## src/rtl/vga_timing_pkg.sv

```systemverilog
// Shared VGA 640x480@60 timing constants, counter width and axis phase type.
package vga_timing_pkg;

   localparam int CNT_W = 10;
   localparam int RGB_W = 12;

   localparam int H_SYNC_D   = 96;
   localparam int H_BP_D     = 48;
   localparam int H_ACTIVE_D = 640;
   localparam int H_FP_D     = 16;
   localparam int H_TOTAL    = H_SYNC_D + H_BP_D + H_ACTIVE_D + H_FP_D;

   localparam int V_SYNC_D   = 2;
   localparam int V_BP_D     = 33;
   localparam int V_ACTIVE_D = 480;
   localparam int V_FP_D     = 10;
   localparam int V_TOTAL    = V_SYNC_D + V_BP_D + V_ACTIVE_D + V_FP_D;

   localparam int H_ACT_START = H_SYNC_D + H_BP_D;
   localparam int H_ACT_END   = H_ACT_START + H_ACTIVE_D - 1;
   localparam int V_ACT_START = V_SYNC_D + V_BP_D;
   localparam int V_ACT_END   = V_ACT_START + V_ACTIVE_D - 1;

   typedef enum logic [1:0] {
      PH_SYNC,
      PH_BP,
      PH_ACTIVE,
      PH_FP
   } axis_phase_e;

endpackage

```

## src/rtl/vga_axis_counter.sv

```systemverilog
// One timing axis: position counter with SYNC/BP/ACTIVE/FP phase decoded from the count.
module vga_axis_counter
   import vga_timing_pkg::*;
#(
   parameter int SYNC   = H_SYNC_D,
   parameter int BP     = H_BP_D,
   parameter int ACTIVE = H_ACTIVE_D,
   parameter int FP     = H_FP_D
) (
   input  logic             vga_CLK,
   input  logic             rst_n,
   input  logic             advance,
   output logic [CNT_W-1:0] count,
   output axis_phase_e      phase,
   output logic             sync_n,
   output logic             active,
   output logic             wrap
);

   localparam logic [CNT_W-1:0] BP_START  = CNT_W'(SYNC);
   localparam logic [CNT_W-1:0] ACT_START = CNT_W'(SYNC + BP);
   localparam logic [CNT_W-1:0] FP_START  = CNT_W'(SYNC + BP + ACTIVE);
   localparam logic [CNT_W-1:0] LAST      = CNT_W'(SYNC + BP + ACTIVE + FP - 1);

   logic [CNT_W-1:0] count_nxt;

   // Phase follows directly from the position; next position steps only on advance.
   always_comb begin
      phase     = PH_FP;
      count_nxt = count;
      if (count < BP_START) begin
         phase = PH_SYNC;
      end else if (count < ACT_START) begin
         phase = PH_BP;
      end else if (count < FP_START) begin
         phase = PH_ACTIVE;
      end
      if (advance) begin
         count_nxt = (count == LAST) ? '0 : count + CNT_W'(1);
      end
   end

   assign sync_n = (phase != PH_SYNC);
   assign active = (phase == PH_ACTIVE);
   assign wrap   = advance && (count == LAST);

   // Position register; reset parks the axis at the start of the sync phase.
   always_ff @(posedge vga_CLK or negedge rst_n) begin
      if (!rst_n) begin
         count <= '0;
      end else begin
         count <= count_nxt;
      end
   end

endmodule

```

## src/rtl/vga_sync_gen.sv

```systemverilog
// VGA timing generator and output stage: pixel position for the renderer, frame
// pulse/counter, and sync/RGB outputs aligned to the renderer's pixel latency.
// Optional macro VGA_SYNC_GEN_BLANK_EN adds VGA_BLANK_N / VGA_SYNC_N for the ADV7123.
module vga_sync_gen
   import vga_timing_pkg::*;
#(
   parameter int H_SYNC   = H_SYNC_D,
   parameter int H_BP     = H_BP_D,
   parameter int H_ACTIVE = H_ACTIVE_D,
   parameter int H_FP     = H_FP_D,
   parameter int V_SYNC   = V_SYNC_D,
   parameter int V_BP     = V_BP_D,
   parameter int V_ACTIVE = V_ACTIVE_D,
   parameter int V_FP     = V_FP_D,
   parameter int PIPE_DLY = 1
) (
   input  logic             vga_CLK,
   input  logic             rst_n,
   output logic [CNT_W-1:0] pos_H,
   output logic [CNT_W-1:0] pos_V,
   output logic             ready,
   output logic             frame_start,
   output logic [7:0]       frame_cnt,
   input  logic [RGB_W-1:0] rgb_in,
   output logic             VGA_HS,
   output logic             VGA_VS,
`ifdef VGA_SYNC_GEN_BLANK_EN
   output logic             VGA_BLANK_N,
   output logic             VGA_SYNC_N,
`endif
   output logic [RGB_W-1:0] VGA_RGB
);

   if ((H_SYNC + H_BP + H_ACTIVE + H_FP > 1023) ||
       (V_SYNC + V_BP + V_ACTIVE + V_FP > 1023)) begin : g_bad_total
      $error("vga_sync_gen: timing totals exceed the 10-bit counter range");
   end
   if ((PIPE_DLY < 1) || (PIPE_DLY > 4)) begin : g_bad_dly
      $error("vga_sync_gen: PIPE_DLY must be within 1..4");
   end

   axis_phase_e h_phase;
   axis_phase_e v_phase;
   logic        h_sync_n;
   logic        v_sync_n;
   logic        h_active;
   logic        v_active;
   logic        h_wrap;
   logic        v_wrap;

   vga_axis_counter #(
      .SYNC   (H_SYNC),
      .BP     (H_BP),
      .ACTIVE (H_ACTIVE),
      .FP     (H_FP)
   ) u_h_axis (
      .vga_CLK (vga_CLK),
      .rst_n   (rst_n),
      .advance (1'b1),
      .count   (pos_H),
      .phase   (h_phase),
      .sync_n  (h_sync_n),
      .active  (h_active),
      .wrap    (h_wrap)
   );

   vga_axis_counter #(
      .SYNC   (V_SYNC),
      .BP     (V_BP),
      .ACTIVE (V_ACTIVE),
      .FP     (V_FP)
   ) u_v_axis (
      .vga_CLK (vga_CLK),
      .rst_n   (rst_n),
      .advance (h_wrap),
      .count   (pos_V),
      .phase   (v_phase),
      .sync_n  (v_sync_n),
      .active  (v_active),
      .wrap    (v_wrap)
   );

   // Phase enums and the frame wrap are informational here; the flags carry the same facts.
   logic unused_sink;
   assign unused_sink = ^{h_phase, v_phase, v_wrap};

   assign ready = h_active && v_active;

   // Gated by rst_n so the (0,0) pulse stays quiet while the block is held in reset.
   assign frame_start = rst_n && (pos_H == '0) && (pos_V == '0);

   // Frame counter bumps on the edge that closes the frame_start cycle.
   always_ff @(posedge vga_CLK or negedge rst_n) begin
      if (!rst_n) begin
         frame_cnt <= '0;
      end else if (frame_start) begin
         frame_cnt <= frame_cnt + 8'd1;
      end
   end

   // vld_p tracks ready through the renderer latency; hs_p/vs_p add one more stage
   // so sync lines up with the registered RGB output.
   logic [PIPE_DLY-1:0] vld_p;
   logic [PIPE_DLY:0]   hs_p;
   logic [PIPE_DLY:0]   vs_p;
   logic                act_d;

   assign act_d  = vld_p[PIPE_DLY-1];
   assign VGA_HS = hs_p[PIPE_DLY];
   assign VGA_VS = vs_p[PIPE_DLY];

   // Delay lines shift toward the MSB; reset loads the inactive levels.
   always_ff @(posedge vga_CLK or negedge rst_n) begin
      if (!rst_n) begin
         vld_p <= '0;
         hs_p  <= '1;
         vs_p  <= '1;
      end else begin
         vld_p <= PIPE_DLY'({vld_p, ready});
         hs_p  <= (PIPE_DLY + 1)'({hs_p, h_sync_n});
         vs_p  <= (PIPE_DLY + 1)'({vs_p, v_sync_n});
      end
   end

   // Output register: pass the renderer pixel only inside the delayed active window.
   always_ff @(posedge vga_CLK or negedge rst_n) begin
      if (!rst_n) begin
         VGA_RGB <= '0;
      end else begin
         VGA_RGB <= act_d ? rgb_in : '0;
      end
   end

`ifdef VGA_SYNC_GEN_BLANK_EN
   assign VGA_SYNC_N = 1'b0;

   // DAC blank strobe registered alongside VGA_RGB.
   always_ff @(posedge vga_CLK or negedge rst_n) begin
      if (!rst_n) begin
         VGA_BLANK_N <= 1'b0;
      end else begin
         VGA_BLANK_N <= act_d;
      end
   end
`endif

endmodule

```

## config.mk

```make
export PLATFORM = sky130hd
export DESIGN_NAME = vga_sync_gen
export DESIGN_NICKNAME = d
export VERILOG_FILES = /design/src/rtl/vga_timing_pkg.sv /design/src/rtl/vga_axis_counter.sv /design/src/rtl/vga_sync_gen.sv
export SDC_FILE = /design/constraint.sdc
export NUM_CORES = 1
export LEC_CHECK = 0
export BUFFER_PORTS_ARGS = -buffer_cell sky130_fd_sc_hd__buf_4
export CAP_MARGIN = 40
export CORE_MARGIN = 1
export CORE_UTILIZATION = 55
export CTS_CLUSTER_DIAMETER = 60
export DETAILED_ROUTE_END_ITERATION = 7
export GPL_ROUTABILITY_DRIVEN = 0
export PLACE_DENSITY = 0.9
export SYNTH_ARGS = -nofsm -noshare
export SYNTH_HDL_FRONTEND = slang
export SYNTH_SLANG_ARGS = --single-unit
```

## constraint.sdc

```tcl
create_clock -name vga_CLK -period 3.51 [get_ports vga_CLK]
set_input_delay 0.702 -clock vga_CLK [delete_from_list [all_inputs] [get_ports vga_CLK]]
set_output_delay 0.702 -clock vga_CLK [all_outputs]
set_load 0.01 [all_outputs]
```

==> flow_summary.ini, run 1 <==
[finish]
final_cells = 289
final_area_sq_um = 2650
fin_nets = 261
area_delta_synth_final_pct = 27.1
drive_above_1_share = 0.342
final_core_util = 0.763
antennaDiodeCount = 0

[sta]
worst_pin_slew_ps = 610
slew_headroom = 0.590
max_freq_mhz = 335
clock_skew_ps = 4.93
fin_crit_sh = 0.850
finalCriticalPeriod_ps = 2980
hold_viol_final = 0
slew_violations = 0
rsz0062_at_grt = no
tns_ps = 0
setup_viol = 0

[routing]
drt-pass1-iter-count = 4
drc = 0
vias = 1606
ant_nets = 0
viasPerCell = 5.56
wl_um = 4410
drt-wirelength-per-cell_um = 15.3
drtIter0Drc = 75

[clock_network]
htree_levels = 2
cts_buffers = 5
cts.path.max_buffers = 2
cts_resized = 0
clockRootBuffer = clkbuf_8
post-cts-setup-buffer-count = 0
ctsHoldBuffers = 0
cts.reportedPaths.clkPinSlew_ps = 80
clk_latency_ps = 290
clock-sinks = 45
cts_tree = done

[yosys]
synthArstFlopShare = 1.00
synth-main-ff-cell = dfrtp_1
netlist.area_leader.share = 0.492
synth_cell_type_count = 45
synth_top_cell_by_area = dfrtp_1
synth_edf_count = 0
synth_nets = 204
synth.area.top_cells = dfrtp_1 (49%), xor2_1 (5.5%), dfstp_2 (5.0%), and2_1 (4.2%), ha_1 (3.0%)
synth-seq-cells = 45
yosysSeqAreaShare = 0.543
yosysWarningCount = 0
syn_inst = 185
avgSynthCellArea_sq_um = 11.3
syn_area_sq_um = 2080

[worst_setup_path]
path_max_fanout = 5
criticalPathCategory = reg -> out
worstPathArrival_ps = 2280
required_ps = 2810
critPathLaunchType = flop
end_kind = output pin

[grt]
grt_pass1_vias = 1521
grt_use_total = 0.248
grt_pass1_wl_um = 7630
grt-ovfl-total = 0
antenna_found_initial = 0
grt_max_degree = 46

[die]
fp.dieH_um = 63.5
die_w_um = 63.5
io_pins = 58
core_area_sq_um = 3470
start_util = 0.601
row_count = 21
dieArea_sq_um = 4040

[placed_design]
post_dp_cell_area_sq_um = 2530
dp_hpwl_um = 3150
portBuffers = 57
dp.cells = 281

[run_status]
status = finished clean

[power_and_ir_drop]
p_int_mw = 0.761
combPwrFrac = 0.025
seqPwrFrac = 0.551
power_leakage_nw = 1.32
p_sw_mw = 0.182
ir_drop_uv = 308
power.density_nw_per_um2 = 356
sw_frac_of_total = 0.193
power_frac_clock = 0.424

[flow_run]
max_cap_violations = 0

[worst_hold_path]
hp-class = reg -> reg
power groups by stage:
stage,sequential (mW),clock [mW],combinational (mW)
after global placement,0.530,0,0.0243
after CTS,0.520,0.407,0.0247
final,0.520,0.400,0.0238
after floorplan,0.530,0,0.00107
after global routing,0.520,0.433,0.0271
after detailed placement,0.530,0,0.0247
stage by stage:
step	hold slack [ps]	power [mW]	setup WS, ps
after floorplan	345	0.531	1110
after global placement	347	0.554	923
after detailed placement	347	0.555	855
after CTS	358	0.951	515
after global routing	362	0.980	395
final	357	0.943	527
Yosys cell counts (2+ instances only):
master and number:
nor3_1 6, and4_1 2, o21ai_0 5, a21oi_1 2, nor2_1 8, nand3_1 11
nand2_1 14, and2_1 14, xnor2_1 6, or4_1 3, inv_1 6, nand4_1 8
and3_2 2, clkbuf_1 2, dfrtp_1 41, nor4_2 3, buf_2 2, ha_1 5
xor2_1 13, nor4_1 3, buf_4 2, dfstp_2 4
cells in the final DEF, fill, tap and decap left out, drive strengths merged, types with 5 or more instances in the layout:
cell,n
xor2,13
nor3,7
nand4,9
nor4,6
nand2,14
nand3,12
ha,5
o21ai,5
dfrtp,41
nor2,8
clkbuf,6
xnor2,6
buf,58
inv,6
and2,14
cell families (layout without fill, tap and decap cells):
logic type / after synthesis / after routing / synth area share
simple gates: 86 / 86 / 0.257
xor+xnor: 19 / 19 / 0.0799
mux: 1 / 1 / 0.00541
fa+ha+maj: 5 / 5 / 0.0300
compound gates: 15 / 15 / 0.0505
buf+inv: 14 / 72 / 0.0342
flops: 45 / 45 / 0.543
state kept, by name, indices dropped and copies added, names as in the netlist:
| register | cells |
|---|---|
| frame_cnt | 8 |
| hs_p | 2 |
| VGA_RGB | 12 |
| u_h_axis.count | 10 |
| act_d | 1 |
| vs_p | 2 |
| u_v_axis.count | 10 |
path summary, 6_finish.rpt:
path | startpoint | slack, ps | cells past startpoint | to
setup reg to reg | u_v_axis.count[1]$_DFFE_PN0N_ | 1390 | 5 | frame_cnt[1]$_DFFE_PN0P_
max in group asynchronous | rst_n | 2610 | 2 | hs_p[1]$_DFF_PN1_
min in group asynchronous | rst_n | 510 | 2 | u_h_axis.count[4]$_DFF_PN0_
hold / removal | hs_p[0]$_DFF_PN1_ | 360 | 0 | hs_p[1]$_DFF_PN1_
hold reg to reg | hs_p[0]$_DFF_PN1_ | 360 | 0 | hs_p[1]$_DFF_PN1_
setup / recovery | u_v_axis.count[0]$_DFFE_PN0N_ | 530 | 6 | ready
worst max-delay path, cell delays in order, from the launching register on:
cell       delay, ps
dfrtp_1          420
ha_1             230
or4_1            450
a2111oi_0        460
o22a_1           190
a311oi_1          50
buf_4            190
layer usage:
metal  wire length, um  vias to the layer above  GRT usage
li1                  -                      767          -
met1              1980                      776      0.334
met2              2140                       59      0.396
met3               266                        4     0.0598
met4                27                        0     0.0710
met5                 0                        -          0
area by class of cell:
| type | instances | area (sq um) |
|---|---|---|
| Clock buffer | 6 | 82.6 |
| Clock inverter | 2 | 37.5 |
| Fill cell | 263 | 821 |
| Inverter | 6 | 22.5 |
| Multi-Input combinational cell | 126 | 881 |
| Sequential cell | 45 | 1130 |
| Tap cell | 46 | 57.6 |
| Timing Repair Buffer | 58 | 435 |
(Power assumes the default switching activity.)
==> run 2: changes to the inputs <==
--- a/config.mk
+++ b/config.mk
@@ -8,11 +8,11 @@
 export BUFFER_PORTS_ARGS = -buffer_cell sky130_fd_sc_hd__buf_4
 export CAP_MARGIN = 40
 export CORE_MARGIN = 1
-export CORE_UTILIZATION = 55
+export CORE_UTILIZATION = 51
 export CTS_CLUSTER_DIAMETER = 60
 export DETAILED_ROUTE_END_ITERATION = 7
 export GPL_ROUTABILITY_DRIVEN = 0
-export PLACE_DENSITY = 0.9
+export PLACE_DENSITY = 0.85
 export SYNTH_ARGS = -nofsm -noshare
 export SYNTH_HDL_FRONTEND = slang
 export SYNTH_SLANG_ARGS = --single-unit
==> constraint.sdc (replaced) <==
create_clock -name vga_CLK -period 3 [get_ports vga_CLK]
set_input_delay 0.6 -clock vga_CLK [delete_from_list [all_inputs] [get_ports vga_CLK]]
set_output_delay 0.6 -clock vga_CLK [all_outputs]
set_load 0.01 [all_outputs]
==> flow_summary.ini, run 2 (same netlist as run 1, synthesis figures left out) <==
[clock_network]
clk_latency_ps = 300
cts_buffers = 5
ctsHoldBuffers = 0
cts_tree = done
htree_levels = 2
clockRootBuffer = clkbuf_8
cts.path.max_buffers = 2
clock-sinks = 45
cts.reportedPaths.clkPinSlew_ps = 80

[die]
io_pins = 58
fp.dieH_um = 65.9
dieArea_sq_um = 4340
start_util = 0.548
die_w_um = 65.9
core_area_sq_um = 3800
row_count = 22

[grt]
grt_max_degree = 28
antenna_found_initial = 0
grt_use_total = 0.225
grt-ovfl-total = 0
grt_pass1_wl_um = 7390
grt_pass1_vias = 1568

[routing]
ant_nets = 0
drt-pass1-iter-count = 4
wl_um = 4280
drc = 0
drt-wirelength-per-cell_um = 14.6
viasPerCell = 5.54
drtIter0Drc = 74
vias = 1622

[sta]
setup_viol = 0
slew_violations = 0
max_freq_mhz = 351
worst_pin_slew_ps = 446
slew_headroom = 0.702
tns_ps = 0
rsz0062_at_grt = no
finalCriticalPeriod_ps = 2840
hold_viol_final = 0
clock_skew_ps = 6.17
fin_crit_sh = 0.948
holdWs_ps = 167

[power_and_ir_drop]
p_int_mw = 0.951
power_leakage_nw = 1.34
ir_drop_uv = 432
power.total_mw = 1.17
p_sw_mw = 0.219
seqPwrFrac = 0.520
combPwrFrac = 0.024
power_frac_clock = 0.456
sw_frac_of_total = 0.187
power.density_nw_per_um2 = 436

[finish]
reg_top3 = VGA_RGB (12), u_h_axis.count (10), u_v_axis.count (10)
drive_above_1_share = 0.351
antennaDiodeCount = 0
top_register = VGA_RGB
largest_reg_flops = 12
final_area_sq_um = 2690
final_cell_mix = buf_4 (60), dfrtp_1 (41), nand2_1 (14), and2_1 (14), xor2_1 (13)
layout_commonest_cell = buf_4
fin_nets = 263
area_delta_synth_final_pct = 28.9
final_cells = 293

[worst_setup_path]
path_max_fanout = 5
required_ps = 2400
end_kind = output pin
cp_cell_sequence = ha_1 -> or4_1 -> a2111oi_2 -> o22a_1 -> a311oi_1 -> buf_4
slowest_delay_ps = 480
critPathSlowestCell = or4_1
r2r_slack_ps = 900
worstPathArrival_ps = 2240
critPathLaunchType = flop
criticalPathCategory = reg -> out

[placed_design]
dp_hpwl_um = 3060
post_dp_cell_area_sq_um = 2540
portBuffers = 57
dp.cells = 285

[run_status]
status = finished clean

[worst_hold_path]
hp-class = in -> async

[flow_run]
max_cap_violations = 0
run 2: cell count changes in the layout (fill, tap and decap cells not counted):
| cell | delta |
|---|---|
| a2111oi_0 | -1 |
| bufinv_16 | +1 |
| clkinvlp_4 | -1 |
| buf_4 | +2 |
| clkbuf_8 | -1 |
| a2111oi_2 | +1 |
| clkinv_2 | +1 |
run 2: path summary, 6_finish.rpt:
check                                         startpoint  cells past startpoint                          end
setup reg to reg           u_v_axis.count[0]$_DFFE_PN0N_                      5     frame_cnt[1]$_DFFE_PN0P_
hold / removal                                     rst_n                      1  u_h_axis.count[9]$_DFF_PN0_
min in group vga_CLK                   hs_p[0]$_DFF_PN1_                      0            hs_p[1]$_DFF_PN1_
hold reg to reg                        hs_p[0]$_DFF_PN1_                      0            hs_p[1]$_DFF_PN1_
max in group asynchronous                          rst_n                      2            hs_p[1]$_DFF_PN1_
setup / recovery           u_v_axis.count[0]$_DFFE_PN0N_                      6                        ready
run 2: critical path: cells and delay by family, from the launching register on:
kind / cells / cell delay, ps
buf+inv: 1 / 180
fa+ha+maj: 1 / 250
compound gates: 3 / 600
flops: 1 / 430
simple gates: 1 / 480
run 2: power groups by stage:
stage               Combinational (mW)  Clock (mW)  Sequential [mW]
floorplan                      0.00126           0            0.620
global placement                0.0278           0            0.620
detailed placement              0.0288           0            0.620
CTS                             0.0288       0.546            0.608
global route                    0.0315       0.577            0.608
finish                          0.0277       0.534            0.608
run 2: per-layer routing:
layer	global-route usage	part of all wire
met2	0.366	0.49
met3	0.0586	0.065
met5	0	0
met1	0.293	0.43
met4	0.0652	0.011
run 2: timing repair:
item / in CTS / in global routing
resized for setup: 0 / 2
setup buffers: 0 / 0
setup endpoints to repair: 0 / 1
run 2: layout make-up:
type                       instances  area [sq um]
inverter                           6          22.5
clock buffer                       5          68.8
timing repair buffer              60           450
multi-input combinational        126           887
fill                             278          1110
tap                               48          60.1
clock inverter                     3          65.1
sequential                        45          1130
run 2: metrics by stage:
stage               setup WS, ps  utilization
finish                       155        0.707
floorplan                    707            -
detailed placement           445        0.670
global route                29.4        0.707
CTS                         93.9        0.705
global placement             507        0.670
